File: config.mk
export PLATFORM = sky130hd
export DESIGN_NAME = grid_tile_renderer
export DESIGN_NICKNAME = d
export VERILOG_FILES = /design/src/rtl/grid_tile_renderer.sv
export SDC_FILE = /design/constraint.sdc
export NUM_CORES = 1
export LEC_CHECK = 0
export ABC_AREA = 1
export CAP_MARGIN = 20
export CELL_PAD_IN_SITES_DETAIL_PLACEMENT = 1
export CELL_PAD_IN_SITES_GLOBAL_PLACEMENT = 2
export CORE_UTILIZATION = 32
export DETAILED_ROUTE_END_ITERATION = 16
export PLACE_DENSITY = 0.85
export SLEW_MARGIN = 20
export SYNTH_ARGS = -nofsm -noshare
export SYNTH_HDL_FRONTEND = slang
export SYNTH_SLANG_ARGS = --single-unit
File: constraint.sdc
create_clock -name clk -period 4.8 [get_ports clk]
set_input_delay 0.72 -clock clk [delete_from_list [all_inputs] [get_ports clk]]
set_output_delay 0.72 -clock clk [all_outputs]
set_load 0.02 [all_outputs]
File: src/rtl/grid_tile_renderer.sv
// Raster tile renderer: maps each visible pixel to a grid cell, fetches the cell type, then the tile pixel colour.
// Optional cell blinking is built only when GRID_RENDER_BLINK_EN is defined.
module grid_tile_renderer #(
    parameter int          TILE_W       = 24,
    parameter int          TILE_H       = 24,
    parameter int          GRID_COLS    = 12,
    parameter int          GRID_ROWS    = 22,
    parameter int          ORIGIN_X     = 176,
    parameter int          ORIGIN_Y     = 0,
    parameter int          NUM_TYPES    = 9,
    parameter int          X_W          = 10,
    parameter int          GRID_AW      = 9,
    parameter int          TILE_AW      = 13,
    parameter logic [7:0]  BG_COLOR     = 8'h00,
    parameter int          BLINK_FRAMES = 30
) (
    input  logic               clk,
    input  logic               reset,
    input  logic               frame_start,
    input  logic               px_valid,
    input  logic [X_W-1:0]     px_x,
    input  logic [X_W-1:0]     px_y,
    output logic [GRID_AW-1:0] grid_addr,
    input  logic [7:0]         grid_data,
    output logic [TILE_AW-1:0] tile_addr,
    input  logic [7:0]         tile_data,
    output logic [7:0]         rgb_out,
    output logic               rgb_valid
);

    localparam int COL_W = (TILE_W > 1) ? $clog2(TILE_W) : 1;
    localparam int ROW_W = (TILE_H > 1) ? $clog2(TILE_H) : 1;

    localparam logic [X_W-1:0]     X_LO     = X_W'(ORIGIN_X);
    localparam logic [X_W-1:0]     Y_LO     = X_W'(ORIGIN_Y);
    localparam logic [X_W-1:0]     X_SPAN   = X_W'(GRID_COLS * TILE_W);
    localparam logic [X_W-1:0]     Y_SPAN   = X_W'(GRID_ROWS * TILE_H);
    localparam logic [COL_W-1:0]   COL_LAST = COL_W'(TILE_W - 1);
    localparam logic [ROW_W-1:0]   ROW_LAST = ROW_W'(TILE_H - 1);
    localparam logic [GRID_AW-1:0] COLS_A   = GRID_AW'(GRID_COLS);
    localparam logic [TILE_AW-1:0] TILE_PIX = TILE_AW'(TILE_W * TILE_H);
    localparam logic [TILE_AW-1:0] TILE_WA  = TILE_AW'(TILE_W);

    logic [X_W-1:0]     w_dx, w_dy;
    logic               w_inArea, w_issue, w_lastPx;
    logic [COL_W-1:0]   w_colOff;
    logic [GRID_AW-1:0] w_cellCol, w_gridAddr;
    logic [3:0]         w_type;
    logic               w_typeOk, w_hide, w_unused;
    logic [TILE_AW-1:0] w_tileCalc;

    logic [COL_W-1:0]   r_colOff;
    logic [GRID_AW-1:0] r_cellCol, r_rowBase, r_gridHold;
    logic [ROW_W-1:0]   r_rowOff;
    logic [TILE_AW-1:0] r_tileHold;

    logic               r_p1Valid, r_p1InArea, r_p2Valid, r_p2Show;
    logic [COL_W-1:0]   r_p1ColOff;
    logic [ROW_W-1:0]   r_p1RowOff;

    // Offset subtraction wraps below the origin, so one unsigned compare covers both edges.
    always_comb begin
        w_dx       = px_x - X_LO;
        w_dy       = px_y - Y_LO;
        w_inArea   = (w_dx < X_SPAN) && (w_dy < Y_SPAN);
        w_issue    = px_valid && w_inArea;
        w_lastPx   = (w_dx == X_SPAN - 1'b1);
        w_colOff   = r_colOff;
        w_cellCol  = r_cellCol;
        if (px_x == X_LO) begin
            w_colOff  = '0;
            w_cellCol = '0;
        end
        w_gridAddr = r_rowBase + w_cellCol;
        grid_addr  = w_issue ? w_gridAddr : r_gridHold;
    end

    always_ff @(posedge clk) begin
        if (reset) begin
            r_colOff   <= '0;
            r_cellCol  <= '0;
            r_rowOff   <= '0;
            r_rowBase  <= '0;
            r_gridHold <= '0;
        end else begin
            if (w_issue) begin
                r_gridHold <= w_gridAddr;
            end
            if (frame_start) begin
                r_colOff  <= '0;
                r_cellCol <= '0;
                r_rowOff  <= '0;
                r_rowBase <= '0;
            end else if (w_issue) begin
                if (w_colOff == COL_LAST) begin
                    r_colOff  <= '0;
                    r_cellCol <= w_cellCol + 1'b1;
                end else begin
                    r_colOff  <= w_colOff + 1'b1;
                    r_cellCol <= w_cellCol;
                end
                if (w_lastPx) begin
                    if (r_rowOff == ROW_LAST) begin
                        r_rowOff  <= '0;
                        r_rowBase <= r_rowBase + COLS_A;
                    end else begin
                        r_rowOff  <= r_rowOff + 1'b1;
                    end
                end
            end
        end
    end

`ifdef GRID_RENDER_BLINK_EN
    localparam int FC_W = (BLINK_FRAMES > 1) ? $clog2(BLINK_FRAMES) : 1;
    localparam logic [FC_W-1:0] FC_LAST = FC_W'(BLINK_FRAMES - 1);

    logic [FC_W-1:0] r_frameCnt;
    logic            r_blinkPhase, r_p1Phase;

    // Phase is captured with the pixel so a frame_start behind it cannot change its colour.
    always_ff @(posedge clk) begin
        if (reset) begin
            r_frameCnt   <= '0;
            r_blinkPhase <= 1'b0;
            r_p1Phase    <= 1'b0;
        end else begin
            r_p1Phase <= r_blinkPhase;
            if (frame_start) begin
                if (r_frameCnt == FC_LAST) begin
                    r_frameCnt   <= '0;
                    r_blinkPhase <= ~r_blinkPhase;
                end else begin
                    r_frameCnt <= r_frameCnt + 1'b1;
                end
            end
        end
    end

    assign w_hide   = grid_data[4] & r_p1Phase;
    assign w_unused = &{1'b0, grid_data[7:5]};
`else
    assign w_hide   = 1'b0;
    assign w_unused = &{1'b0, grid_data[7:4], (BLINK_FRAMES > 0)};
`endif

    assign w_type     = grid_data[3:0];
    assign w_typeOk   = (32'(w_type) < NUM_TYPES);
    assign w_tileCalc = TILE_AW'(w_type) * TILE_PIX
                      + TILE_AW'(r_p1RowOff) * TILE_WA
                      + TILE_AW'(r_p1ColOff);
    assign tile_addr  = (r_p1Valid && r_p1InArea) ? w_tileCalc : r_tileHold;

    // Three-stage pipeline: address issue, grid data returned, tile data returned.
    always_ff @(posedge clk) begin
        if (reset) begin
            r_p1Valid  <= 1'b0;
            r_p1InArea <= 1'b0;
            r_p1ColOff <= '0;
            r_p1RowOff <= '0;
            r_p2Valid  <= 1'b0;
            r_p2Show   <= 1'b0;
            r_tileHold <= '0;
            rgb_valid  <= 1'b0;
            rgb_out    <= '0;
        end else begin
            r_p1Valid  <= px_valid;
            r_p1InArea <= w_issue;
            r_p1ColOff <= w_colOff;
            r_p1RowOff <= r_rowOff;
            r_p2Valid  <= r_p1Valid;
            r_p2Show   <= r_p1InArea && w_typeOk && !w_hide;
            if (r_p1Valid && r_p1InArea) begin
                r_tileHold <= w_tileCalc;
            end
            rgb_valid <= r_p2Valid;
            if (r_p2Valid) begin
                rgb_out <= r_p2Show ? tile_data : BG_COLOR;
            end
        end
    end

endmodule

==> summary.txt, run 1 <==
status: finished, final reports clean
DRC: 0
clock-pin slew on the worst setup and hold paths: 0.06 ns
Top cell by count, worst path: nand3_1
Synth Area per Inst: 7.168 µm²
net switching power: 341.5 µW
drt pass-1 iters: 4
Setup violations, final: 0
hold crit path type: reg -> reg
CP Max Fanout: 6
TritonCTS Buffers: 9
CTS tree: built
Vias/cell: 4.660
Post-Syn Instances: 557
Routed Wire Length: 10.18 mm
CORE AREA: 12110 µm²
initial antenna violation count: 0
post-CTS sizing: 0
area delta synth->final: 27.08%
Final min period: 4.363 ns
GR Overflow Total: 0
Setup crit end kind: output port
drt first-iter violations: 131
Power, Total: 1402 µW
vias post-DR: 3686
first-pass GRT wire length: 17.40 mm
Comb pwr share: 9.7%
Fmax: 229.2 MHz
WP data arrival: 3.64 ns
Max Cap Viol: 0
relative slew slack: 41.90%
Post-Syn Area: 3993 µm²
DP Cell Count: 775
clk_skew: 0.007459 ns
Die Wd: 113.7 µm
Antenna Cells: 0
port buffer count: 62
die footprint: 12930 µm²
Clk pwr share: 47.4%
CTS hold repair buffers: 0
CP max stage delay: 0.59 ns
crit path kind: in -> out
pin count of the biggest net entering global routing: 47
vias in the first global route: 3839
period utilization: 90.89%
clock tree sinks: 71
Critical Path RT: 4.08 ns
Placer Congestion: 0.7721
Max Slew Vio Count: 0
Worst Tran Pin Value: 0.8635 ns
GRT Resource Usage Total: 16.70%
postcts setup bufs: 0
leakage: 0.002289 µW
peak supply drop: 198.8 µV
FF-to-FF setup slack: 1.92 ns
Routed wire per std cell: 12.87 µm
Cell Int Power: 1061 µW
initial core utilization: 32.96%
post-route ant nets: 0
FF+latch count, synth: 71
cells along the critical path: clkdlybuf4s50_1 > ha_1 > nand3_1 > nor2_1 > nand2_2 > inv_2 > nor2_1 > ha_1 > nand4_1 > nand2_1 > a21oi_1 > nand3_1 > nand3_1 > nand2_1 > inv_1 > clkdlybuf4s50_1
I/O Pins: 71
switching share of power: 24.36%
DP HPWL: 7.834 mm
Worst Setup Start Kind: primary input
TNS Setup: 0 ns
unrepaired setup endpoints after global routing: false
Final Hold Viols: 0
Yosys Warn Count: 0
FP Rows: 40
layout cells sized above 1: 8.026%
Pwr Density: 276.3 nW/µm²
CTS H-Tree Depth: 3
sequential share of power: 42.8%
CTS Buffer Depth: 2
Slowest cell on crit path: clkdlybuf4s50_1
syn nets: 626
library cells used by synthesis: 38
clk root buf: clkbuf_16
sequential share of the synthesized area: 35.60%
fin cells: 791
die height: 113.7 µm
clock latency at the later pin of the worst-skew pair: 0.33 ns
nets: 687
## cell usage in the layout, fill, tap and decap left out, drive strengths merged, types with 5 or more instances in the layout
master	n
buf	6
xor2	18
dfxtp	71
clkdlybuf4s50	62
nand4	11
nor2	66
clkbuf	9
nor3	6
nand2	119
or2	12
ha	26
xnor2	6
clkinv	5
a21oi	47
nand3	31
inv	72
o21ai	34
## Yosys cell counts
library cell	n	area [µm²]
nand2_1	114	427.9
a211oi_1	2	15.01
a31oi_1	1	6.260
clkbuf_1	10	37.54
nand3_1	29	145.1
a21o_1	2	15.01
nor3_1	4	20.02
clkinv_1	1	3.750
o21ai_0	22	110.1
nand4_1	10	62.56
nand2_2	5	31.28
o21bai_1	2	15.01
nand3_4	2	35.03
or2_1	3	18.77
xnor2_1	6	52.55
nand4_2	1	12.51
nor3_4	1	16.27
nor3_2	1	10.01
clkinv_2	2	10.01
xor2_2	1	16.27
dfxtp_1	71	1421
and3_1	1	6.260
o31ai_1	3	22.52
buf_2	1	5.000
or2_2	9	56.30
fa_1	3	60.06
a21oi_1	47	235.2
nor4_1	2	12.51
xor2_1	17	148.9
ha_1	26	325.3
buf_1	3	11.26
o21ai_1	12	60.06
buf_4	2	15.01
buf_6	2	22.52
nor2_1	66	247.7
nand3b_1	2	15.01
inv_1	65	244.0
inv_2	6	22.52
## state kept, by name (all words and copies together), names as in the netlist
register,cells
r_tileHold,13
r_cellCol,9
r_gridHold,9
rgb_out,8
r_rowBase,7
r_colOff,5
r_p1ColOff,5
r_p1RowOff,5
r_rowOff,5
r_p1InArea,1
r_p1Valid,1
r_p2Show,1
r_p2Valid,1
rgb_valid,1
## per-stage QoR
stage	hold slack, ns	util (%)	setup slack [ns]	instance area (µm²)
4_1_cts	0.4272	41.89	0.4073	5074
3_3_place_gp	0.4172	39.44	0.4610	4777
3_5_place_dp	0.4201	39.44	0.4245	4777
5_1_grt	0.4509	41.89	0.1758	5074
6_report	0.4279	41.89	0.4374	5074
2_1_floorplan	0.4033	-	1.530	3993
## final cells by class
| class | instances | area [µm²] |
|---|---|---|
| Tap cell | 168 | 210.2 |
| Clock inverter | 7 | 71.32 |
| Inverter | 74 | 280.3 |
| Timing Repair Buffer | 68 | 665.6 |
| Fill cell | 1547 | 7038 |
| Sequential cell | 71 | 1421 |
| Clock buffer | 9 | 225.2 |
| Multi-Input combinational cell | 394 | 2200 |
## worst max-delay path: cells and delay by family
kind	cells	cell delay, ns
buffers and inverters	4	1.27
AO/OA/AOI/OAI	1	0.19
adder cells (fa/ha/maj)	2	0.58
AND/OR/NAND/NOR	9	0.88
## power groups by stage
| stage | sequential, µW | combinational (µW) | clock, µW |
|---|---|---|---|
| 2_1_floorplan | 612 | 74.2 | 0 |
| 3_3_place_gp | 613 | 134 | 0 |
| 3_5_place_dp | 614 | 138 | 0 |
| 4_1_cts | 601 | 139 | 681 |
| 5_1_grt | 601 | 150 | 714 |
| 6_report | 601 | 136 | 665 |
## final timing paths
kind / from / endpoint / cells after the start
max: px_x[4] / grid_addr[8] / 16
min: r_p1Valid$_SDFF_PP0_ / r_p2Valid$_SDFF_PP0_ / 2
max reg2reg: r_p1RowOff[1]$_SDFF_PP0_ / r_tileHold[12]$_SDFF_PP0_ / 14
min reg2reg: r_p1Valid$_SDFF_PP0_ / r_p2Valid$_SDFF_PP0_ / 2
## layer usage
| layer | global-route usage (%) | vias to the layer above | share of wire (%) |
|---|---|---|---|
| li1 | - | 1901 | - |
| met1 | 19.87 | 1713 | 47 |
| met2 | 30.77 | 68 | 50 |
| met3 | 3.348 | 4 | 3.2 |
| met4 | 3.684 | 0 | 0.47 |
| met5 | 0 | - | 0 |
## cells by family (layout without fill, tap and decap cells)
group                      after synthesis  count (layout)  synth area share, %
buffers and inverters                   92             158                9.307
AOI/OAI and AO/OA                       91              91                12.00
adders and majority gates               29              29                9.652
xor gates and xnor gates                24              24                5.453
and+or+nand+nor                        250             250                27.98
DFF                                     71              71                35.60
(Power assumes the default switching activity.)
==> inputs of run 2 (changes only) <==
--- a/config.mk
+++ b/config.mk
@@ -9,6 +9,7 @@
 export CAP_MARGIN = 20
 export CELL_PAD_IN_SITES_DETAIL_PLACEMENT = 1
 export CELL_PAD_IN_SITES_GLOBAL_PLACEMENT = 2
+export CORE_MARGIN = 10
 export CORE_UTILIZATION = 32
 export DETAILED_ROUTE_END_ITERATION = 16
 export PLACE_DENSITY = 0.85
==> run 2 against run 1 <==
- die area grew 34%
- sequential share of layout area shrank 0.069 points
- critical path type is now reg -> out
- highest routed layer unchanged
- cell count shrank 0.13%
- clock power grew 6.9%
- count of clock-buffer cells in the layout is 3 higher
- clock skew down 0.0012 ns
==> summary.txt, run 2 (synthesis gave the netlist of run 1 again) <==
drt pass-1 iters: 4 (unchanged)
clk_skew: 0.006261 ns (-0.001198 ns)
peak supply drop: 179.3 µV (-9.8%)
TNS Setup: 0 ns (unchanged)
Vias/cell: 4.767 (+2.3%)
Antenna Cells: 0 (unchanged)
Cell Int Power: 1125 µW (+6.0%)
port buffer count: 62 (unchanged)
unrepaired setup endpoints after global routing: false
most frequent cells in the layout: 114 x nand2_1, 71 x dfxtp_1, 66 x nor2_1, 65 x inv_1, 61 x clkdlybuf4s50_1
CP Max Fanout: 5 (-1)
CTS H-Tree Depth: 3 (unchanged)
Worst Setup Start Kind: flop
Placer Congestion: 0.7971 (+3.2%)
DRC: 0 (unchanged)
fin cells: 790 (-0.13%)
post-route ant nets: 0 (unchanged)
status: finished, final reports clean
Clk pwr share: 49.1% (+1.7 points)
Worst Tran Pin Value: 0.8167 ns (-0.04677 ns)
Pwr Density: 284.7 nW/µm² (+3.0%)
worst reg2reg path startpoint: r_p1RowOff[1]$_SDFF_PP0_
leakage: 0.002300 µW (+0.48%)
postcts setup bufs: 0 (unchanged)
clock tree sinks: 71 (unchanged)
GRT Resource Usage Total: 12.93% (-3.8 points)
relative slew slack: 45.05% (+3.1 points)
first-pass GRT wire length: 18.85 mm (+8.3%)
I/O Pins: 71 (unchanged)
hold crit path type: reg -> reg
FILL cells: 1546 (-0.065%)
Final min period: 4.366 ns (+0.003627 ns)
layout cells sized above 1: 7.717% (-0.31 points)
initial antenna violation count: 0 (unchanged)
clk root buf: clkbuf_16
Comb pwr share: 9.4% (-0.3 points)
period utilization: 90.96% (about the same)
drt first-iter violations: 124 (-5.3%)
die footprint: 17340 µm² (+34%)
clock-pin slew on the worst setup and hold paths: 0.06 ns (about the same)
clock latency at the later pin of the worst-skew pair: 0.34 ns (about the same)
switching share of power: 22.33% (-2.0 points)
post-CTS sizing: 0 (unchanged)
Routed Wire Length: 10.84 mm (+6.4%)
biggest regs: r_tileHold (13), r_cellCol (9), r_gridHold (9)
Max Cap Viol: 0 (unchanged)
CTS Buffer Depth: 2 (unchanged)
Critical Path RT: 4.08 ns (about the same)
DP HPWL: 8.435 mm (+7.7%)
die height: 131.7 µm (+16%)
initial core utilization: 32.96% (unchanged)
Fmax: 229.0 MHz (about the same)
max reg flops: 13 (unchanged)
TritonCTS Buffers: 9 (unchanged)
net switching power: 323.3 µW (-5.3%)
most common cell after layout, fill and taps aside: nand2_1
CP Launch Point: r_p1RowOff[1]$_SDFF_PP0_
Final Hold Viols: 0 (unchanged)
vias post-DR: 3766 (+2.2%)
Reg with most FFs: r_tileHold
WP data arrival: 3.65 ns (about the same)
FP Rows: 40 (unchanged)
vias in the first global route: 3993 (+4.0%)
nets: 687 (unchanged)
Setup crit end kind: output port
DP Cell Count: 775 (unchanged)
Setup violations, final: 0 (unchanged)
sequential share of power: 41.5% (-1.3 points)
GR Overflow Total: 0 (unchanged)
Max Slew Vio Count: 0 (unchanged)
pin count of the biggest net entering global routing: 47 (unchanged)
CTS tree: built
CORE AREA: 12110 µm² (unchanged)
Routed wire per std cell: 13.72 µm (+6.5%)
CTS hold repair buffers: 0 (unchanged)
Die Wd: 131.7 µm (+16%)
crit path kind: reg -> out
area delta synth->final: 27.39%
hold_sp: r_p1Valid$_SDFF_PP0_
run 2: path summary, 6_finish.rpt:
path	slack (ns)	to	depth (start not counted)
setup reg to reg	1.88	r_tileHold[12]$_SDFF_PP0_	14
hold reg to reg	0.43	r_p2Valid$_SDFF_PP0_	2
hold / removal	0.43	r_p2Valid$_SDFF_PP0_	2
setup / recovery	0.43	tile_addr[12]	15
run 2: power by group through the flow:
stage	registers [µW]	clock network, µW	logic, µW
after floorplan	612	0	74.2
after global placement	613	0	135
after detailed placement	614	0	137
after CTS	601	737	139
after global routing	602	762	151
final	601	711	135
run 2: metal layers:
metal	part of all wire, %	global-route usage [%]	vias to the layer above
li1	-	-	1906
met1	46	14.65	1781
met4	1.5	4.635	0
met5	0	0	-
met3	4.1	3.735	13
met2	49	22.54	66
run 2: cell type report:
cell class                      instances  area [µm²]  share of cell area [%]
Clock buffer                           12       246.5                   4.846
Clock inverter                          3       67.56                   1.328
Inverter                               74       280.3                   5.510
Multi-Input combinational cell        394        2200                   43.25
Sequential cell                        71        1421                   27.95
Tap cell                              168       210.2                   4.133
Timing Repair Buffer                   68       660.6                   12.99
run 2: worst max-delay path: stages (launching register included):
cell	delay (ns)
dfxtp_1	0.36
ha_1	0.21
fa_1	0.40
a21oi_1	0.15
o21ai_0	0.10
xor2_1	0.17
ha_1	0.35
nand2_1	0.09
inv_1	0.06
a21oi_1	0.17
nand2_1	0.10
and3_1	0.16
or2_2	0.27
nand3_1	0.11
nand2_1	0.07
clkdlybuf4s50_1	0.54
run 2: stage by stage:
stage               setup slack (ns)  cell area, µm²  total power, µW  util [%]  hold slack, ns
floorplan                      1.530            3993            686.4         -          0.4033
global placement              0.4477            4772            747.8     39.40          0.4169
detailed placement            0.4305            4772            751.1     39.40          0.4183
CTS                           0.3958            5086             1476     41.99          0.4339
global route                  0.1138            5086             1514     41.99          0.4627
finish                        0.4338            5086             1448     41.99          0.4317
==> inputs of run 3 (changes only) <==
--- a/config.mk
+++ b/config.mk
@@ -6,13 +6,15 @@
 export NUM_CORES = 1
 export LEC_CHECK = 0
 export ABC_AREA = 1
-export CAP_MARGIN = 20
+export CAP_MARGIN = 25
 export CELL_PAD_IN_SITES_DETAIL_PLACEMENT = 1
 export CELL_PAD_IN_SITES_GLOBAL_PLACEMENT = 2
 export CORE_MARGIN = 10
 export CORE_UTILIZATION = 32
 export DETAILED_ROUTE_END_ITERATION = 16
+export GPL_ROUTABILITY_DRIVEN = 1
 export PLACE_DENSITY = 0.85
+export SKIP_LAST_GASP = 1
 export SLEW_MARGIN = 20
 export SYNTH_ARGS = -nofsm -noshare
 export SYNTH_HDL_FRONTEND = slang
==> results of run 3 <==
The final DEF is identical to that of run 2; final timing and power are the same.
